File: src/rtl/simple_branch_wr.sv
// ---------------------------------------------------------------------------
// simple_branch_wr
//
// Registered two-way dataflow branch. Each transfer consumes one data token
// together with one steering token and routes the payload to either the left
// or the right output stream. Each side has its own 2-entry buffer. The
// back-stops depend only on registered occupancy and the incoming token pair,
// so there is never a combinational path from a downstream stop to an
// upstream stop.
//
// Handshake: a token is offered when its valid bit (MSB) is 1. A producer's
// token is consumed at a rising edge when its back-stop is 0 at that edge.
// A consumer takes the head token at a rising edge when the valid bit is 1
// and its down_stop is 0. While down_stop is 1 the output token is held.
//
// Ports:
//   clk                     clock, all state updates on the rising edge
//   reset                   asynchronous active-high reset
//   in_data[F:0]            input data token, bit F = valid
//   in_back_stop            1 = in_data not consumed this cycle
//   choose_right[1:0]       steering token, bit 1 = valid, bit 0 = 1:right
//   choose_right_back_stop  1 = choose_right not consumed this cycle
//   left_data[F:0]          head of the left buffer, bit F = valid
//   left_down_stop          1 = left consumer stalls
//   right_data[F:0]         head of the right buffer, bit F = valid
//   right_down_stop         1 = right consumer stalls
// ---------------------------------------------------------------------------
module simple_branch_wr #(
    parameter int F = 8
) (
    input  logic         clk,
    input  logic         reset,
    input  logic [F:0]   in_data,
    output logic         in_back_stop,
    input  logic [1:0]   choose_right,
    output logic         choose_right_back_stop,
    output logic [F:0]   left_data,
    input  logic         left_down_stop,
    output logic [F:0]   right_data,
    input  logic         right_down_stop
);

    // Buffer state per side: entry0 is the head, entry1 the one behind it.
    logic [1:0]   r_occ_l;
    logic [F-1:0] r_e0_l;
    logic [F-1:0] r_e1_l;
    logic [1:0]   r_occ_r;
    logic [F-1:0] r_e0_r;
    logic [F-1:0] r_e1_r;

    logic [1:0]   w_occ_l_nxt;
    logic [F-1:0] w_e0_l_nxt;
    logic [F-1:0] w_e1_l_nxt;
    logic [1:0]   w_occ_r_nxt;
    logic [F-1:0] w_e0_r_nxt;
    logic [F-1:0] w_e1_r_nxt;

    logic         w_full_l;
    logic         w_full_r;
    logic         w_sel_full;
    logic         w_fire;
    logic         w_push_l;
    logic         w_push_r;
    logic         w_pop_l;
    logic         w_pop_r;
    logic [F-1:0] w_payload;

    assign w_payload = in_data[F-1:0];

    // Fullness comes from registered occupancy only: a pop in the same cycle
    // does not reopen the slot, which keeps down_stop out of the back-stop.
    assign w_full_l   = (r_occ_l == 2'd2);
    assign w_full_r   = (r_occ_r == 2'd2);
    assign w_sel_full = choose_right[0] ? w_full_r : w_full_l;

    // Both tokens must be valid; the direction bit is only meaningful then.
    assign w_fire   = in_data[F] & choose_right[1] & ~w_sel_full;
    assign w_push_l = w_fire & ~choose_right[0];
    assign w_push_r = w_fire &  choose_right[0];

    assign w_pop_l = (r_occ_l != 2'd0) & ~left_down_stop;
    assign w_pop_r = (r_occ_r != 2'd0) & ~right_down_stop;

    // Nothing is accepted while reset is held, even though the buffers are
    // empty then.
    assign in_back_stop           = ~w_fire | reset;
    assign choose_right_back_stop = ~w_fire | reset;

    // Left buffer next state.
    always_comb begin
        w_occ_l_nxt = r_occ_l;
        w_e0_l_nxt  = r_e0_l;
        w_e1_l_nxt  = r_e1_l;
        case ({w_push_l, w_pop_l})
            2'b10: begin
                if (r_occ_l == 2'd0) begin
                    w_e0_l_nxt  = w_payload;
                    w_occ_l_nxt = 2'd1;
                end else begin
                    w_e1_l_nxt  = w_payload;
                    w_occ_l_nxt = 2'd2;
                end
            end
            2'b01: begin
                // Shift up; vacated entries are cleared so an empty side
                // presents an all-zero token.
                w_e0_l_nxt  = r_e1_l;
                w_e1_l_nxt  = '0;
                w_occ_l_nxt = r_occ_l - 2'd1;
            end
            2'b11: begin
                // Only reachable with occupancy 1: new item replaces the head.
                w_e0_l_nxt = w_payload;
            end
            default: begin
            end
        endcase
    end

    // Right buffer next state.
    always_comb begin
        w_occ_r_nxt = r_occ_r;
        w_e0_r_nxt  = r_e0_r;
        w_e1_r_nxt  = r_e1_r;
        case ({w_push_r, w_pop_r})
            2'b10: begin
                if (r_occ_r == 2'd0) begin
                    w_e0_r_nxt  = w_payload;
                    w_occ_r_nxt = 2'd1;
                end else begin
                    w_e1_r_nxt  = w_payload;
                    w_occ_r_nxt = 2'd2;
                end
            end
            2'b01: begin
                w_e0_r_nxt  = r_e1_r;
                w_e1_r_nxt  = '0;
                w_occ_r_nxt = r_occ_r - 2'd1;
            end
            2'b11: begin
                w_e0_r_nxt = w_payload;
            end
            default: begin
            end
        endcase
    end

    always_ff @(posedge clk or posedge reset) begin
        if (reset) begin
            r_occ_l <= 2'd0;
            r_e0_l  <= '0;
            r_e1_l  <= '0;
            r_occ_r <= 2'd0;
            r_e0_r  <= '0;
            r_e1_r  <= '0;
        end else begin
            r_occ_l <= w_occ_l_nxt;
            r_e0_l  <= w_e0_l_nxt;
            r_e1_l  <= w_e1_l_nxt;
            r_occ_r <= w_occ_r_nxt;
            r_e0_r  <= w_e0_r_nxt;
            r_e1_r  <= w_e1_r_nxt;
        end
    end

    // The payload is gated as well so an empty side is all zeros even if a
    // stale value were ever left in entry0.
    assign left_data  = {(r_occ_l != 2'd0), r_e0_l & {F{r_occ_l != 2'd0}}};
    assign right_data = {(r_occ_r != 2'd0), r_e0_r & {F{r_occ_r != 2'd0}}};

endmodule

File: config.mk
export PLATFORM = sky130hd
export DESIGN_NAME = simple_branch_wr
export DESIGN_NICKNAME = d
export VERILOG_FILES = /design/src/rtl/simple_branch_wr.sv
export SDC_FILE = /design/constraint.sdc
export NUM_CORES = 1
export LEC_CHECK = 0
export BUFFER_PORTS_ARGS = -buffer_cell sky130_fd_sc_hd__buf_2
export CORE_MARGIN = 2
export CORE_UTILIZATION = 45
export DETAILED_ROUTE_END_ITERATION = 8
export HOLD_SLACK_MARGIN = 0.03
export PLACE_DENSITY_LB_ADDON = 0.2
export RECOVER_POWER = 25
export SLEW_MARGIN = 30
export SYNTH_ARGS = -nofsm -noshare
export SYNTH_HDL_FRONTEND = slang
export SYNTH_SLANG_ARGS = --single-unit
export TNS_END_PERCENT = 5
File: constraint.sdc
create_clock -name clk -period 2.6 [get_ports clk]
set_input_delay 0.13 -clock clk [delete_from_list [all_inputs] [get_ports clk]]
set_output_delay 0.13 -clock clk [all_outputs]
set_load 0.03 [all_outputs]
==> results.md <==
- Worst hold start: in_data[7]
- Rows: 24
- Setup TNS: 0 ps
- Warnings from Yosys: 0
- Diodes inserted: 0
- Fmax achieved: 433 MHz
- Hold Vio Cnt, Final: 0
- Clock buffer count from CTS: 5
- HPWL Detailed: 3040 um
- Reg2Reg Setup Slack: 290 ps
- Sequential power share: 0.341
- Antenna Nets Post-Route: 0
- Fin util: 0.534
- Final net count: 240
- CTS sink cnt: 36
- Pre-Repair DR Iteration Count: 4
- CTS H-tree depth: 2
- Critical path's top delay family: multiplexers
- EDFF count, synth: 0
- Post-route setup slack: 290 ps
- Pwr/cell area: 1020 nW/um^2
- Worst-path fanout max: 9
- Post-synthesis cell type count: 26
- P_sw: 953 uW
- Sequential-to-total area share from yosys stat: 0.457
- Top area cells in the synthesized netlist: dfrtp_1 46%, mux2_2 18%, nor2b_1 7.6%, ha_1 5.1%, a22o_1 3.6%
- Post-synth top area cell: dfrtp_1
- Starting Density: 0.459
- Number of global-route vias before repair: 1496
- Worst Setup Start Kind: flip-flop
- Fill cell count: 396
- Hold-critical path depth: 2
- Clock Path Buffers: 2
- RSZ-0062 raised after global routing: no
- Multi-input gate area: 998 sq um
- Most frequent cells in the layout: 36 x dfrtp_1, 33 x buf_2, 32 x mux2_2
- Reg2reg path depth: 7
- Clk pwr share: 0.170
- Kind of critical path: reg -> reg
- Peak supply drop: 0.354 mV
- Resize count post-CTS: 0
- FF+latch area: 901 sq um
- Slew Viols, Final: 0
- Clock skew: 7.80 ps
- CP max stage cell: ha_1
- Slew HR: 0.380
- Syn_area_per_cell: 11.0 sq um
- CP cell instances: inv_1 -> ha_1 -> or2_2 -> inv_1 -> ha_1 -> mux2_2 -> mux2_2
- Setup WS pre-CTS: 308 ps
- Logic pwr share: 0.489
- Mapped Area: 1970 sq um
- CP bufs+invs: 2
- Most common cell after layout, fill and taps aside: dfrtp_1
- Initial antenna violation count: 0
- Max Cap Viol: 0
- Worst Max-Slew Pin Slew: 928 ps
- Status: completed
- Internal: 1400 uW
- Clock root buffer: clkbuf_8
- Post-synth top flop: dfrtp_1
- Die Height: 70.2 um
- CTS tree: yes
- Slowest stage delay, CP: 430 ps
- Clk slew on worst S/H paths: 70 ps
- Vias per Instance: 5.34
- Global route overflow: 0
- Drt total wl: 4000 um
- Vias: 1443
- Largest net degree at the start of global routing: 37
- Worst R2R Start: r_occ_l[0]
- Ports: 35
- Proportion of layout cells with a drive suffix above 1: 0.358
- Core area: 4290 sq um
- First-pass GRT wire length: 6740 um
- Seq cells post-synth: 36
- Die width: 70.2 um
- RePlAce Congestion: 0.802
- PortBufs: 34
- Pleak: 0.00114 uW
- Drt initial violations: 50
- Worst-Skew Late Latency: 280 ps
- Hold Path Class: in -> reg
- Area Growth Syn to Fin: 16.4%
- Arrival @ worst endpoint: 2470 ps
- Gr usage total: 0.174
- Post-synthesis cell count: 179
- Syn_nets: 202
- Die area: 4920 sq um
- Net Sw Frac: 0.406
- Worst R2R End: r_e0_l[1]
- Crit path required time: 2760 ps
- Top cell type's share of synthesized area: 0.457
- Final setup viols: 0
- Crit path time final: 2310 ps
- Per-cell routed wire length: 14.8 um
- WHS Endpoint: r_e1_r[7]
- Part of the cycle the worst path needs: 0.888
- Ys async rst share: 1.00
- Drt drc: 0
- CP Capture Type: flip-flop
## power by group through the flow
stage,combinational (uW),clock (uW),sequential [uW]
3_3_place_gp,1110,0,802
6_report,1150,399,801
5_1_grt,1250,439,827
3_5_place_dp,1160,0,812
4_1_cts,1160,415,801
2_1_floorplan,890,0,785
## worst register-to-register path, cell delays in order, from the launching register on
cell,delay [ps]
dfrtp_1,410
inv_1,60
ha_1,210
or2_2,330
inv_1,100
ha_1,430
mux2_2,390
mux2_2,260
## through the flow
stage          instance area (sq um)  total power, uW  cells  hold slack (ps)
6_report                        2290             2350    270              124
5_1_grt                         2290             2510    270              120
4_1_cts                         2300             2380    270              124
3_5_place_dp                    2200             1970    261              273
3_3_place_gp                    2200             1910    261              257
2_1_floorplan                   1970             1670    179              263
## cells in the mapped netlist (6+ instances only)
library cell and number:
mux2_2 32, nor2_1 6, inv_1 10, ha_1 8
nor2b_1 24, dfrtp_1 36, nand2_1 10, a21oi_1 8
a22o_1 8, o21ai_0 9, clkbuf_1 6
## timing repair
action | in CTS | in global routing
hold buffers | 1 | 0
buffers inserted | 0 | 0
endpoints found under the hold margin | 36 | 0
setup endpoints to repair | 0 | 0
## final cells by class
cell class                 instances  share of cell area
timing repair buffer              38              0.0867
inverter                          11              0.0180
sequential                        36               0.393
multi-input combinational        125               0.435
clock buffer                       8              0.0393
tap                               52              0.0284
## worst max path at each step
stage / slack, ps / depth (start not counted) / from / to
final: 290 / 7 / r_occ_l[0] / r_e0_l[1]
after global routing: 160 / 7 / r_occ_l[0] / r_e0_l[4]
after CTS: 290 / 7 / r_occ_l[0] / r_e0_l[4]
after detailed placement: 310 / 7 / r_occ_l[0] / r_e0_l[4]
after global placement: 390 / 7 / r_occ_l[0] / r_e0_l[4]
after floorplan: 380 / 8 / r_occ_l[0] / r_e0_l[0]
## sequential cells by signal (all words and copies together) (netlist names)
signal and cells:
r_e0_r 8, r_e0_l 8, r_occ_l 2, r_e1_r 8, r_occ_r 2, r_e1_l 8
## routing by layer
metal | up-vias | global-route usage | part of all wire
li1 | 693 | - | -
met1 | 723 | 0.202 | 0.43
met2 | 23 | 0.313 | 0.52
met3 | 4 | 0.0476 | 0.039
met4 | 0 | 0.0491 | 0.0058
met5 | - | 0 | 0
## kinds of logic (layout without fill, tap and decap cells)
family | count (synthesis) | after routing | synth area share
simple gates | 52 | 52 | 0.144
compound gates | 30 | 30 | 0.114
fa+ha+maj | 8 | 8 | 0.0508
mux | 35 | 35 | 0.198
buf+inv | 18 | 57 | 0.0362
flops | 36 | 36 | 0.457
Note: power is estimated with default switching activity, not from simulation.
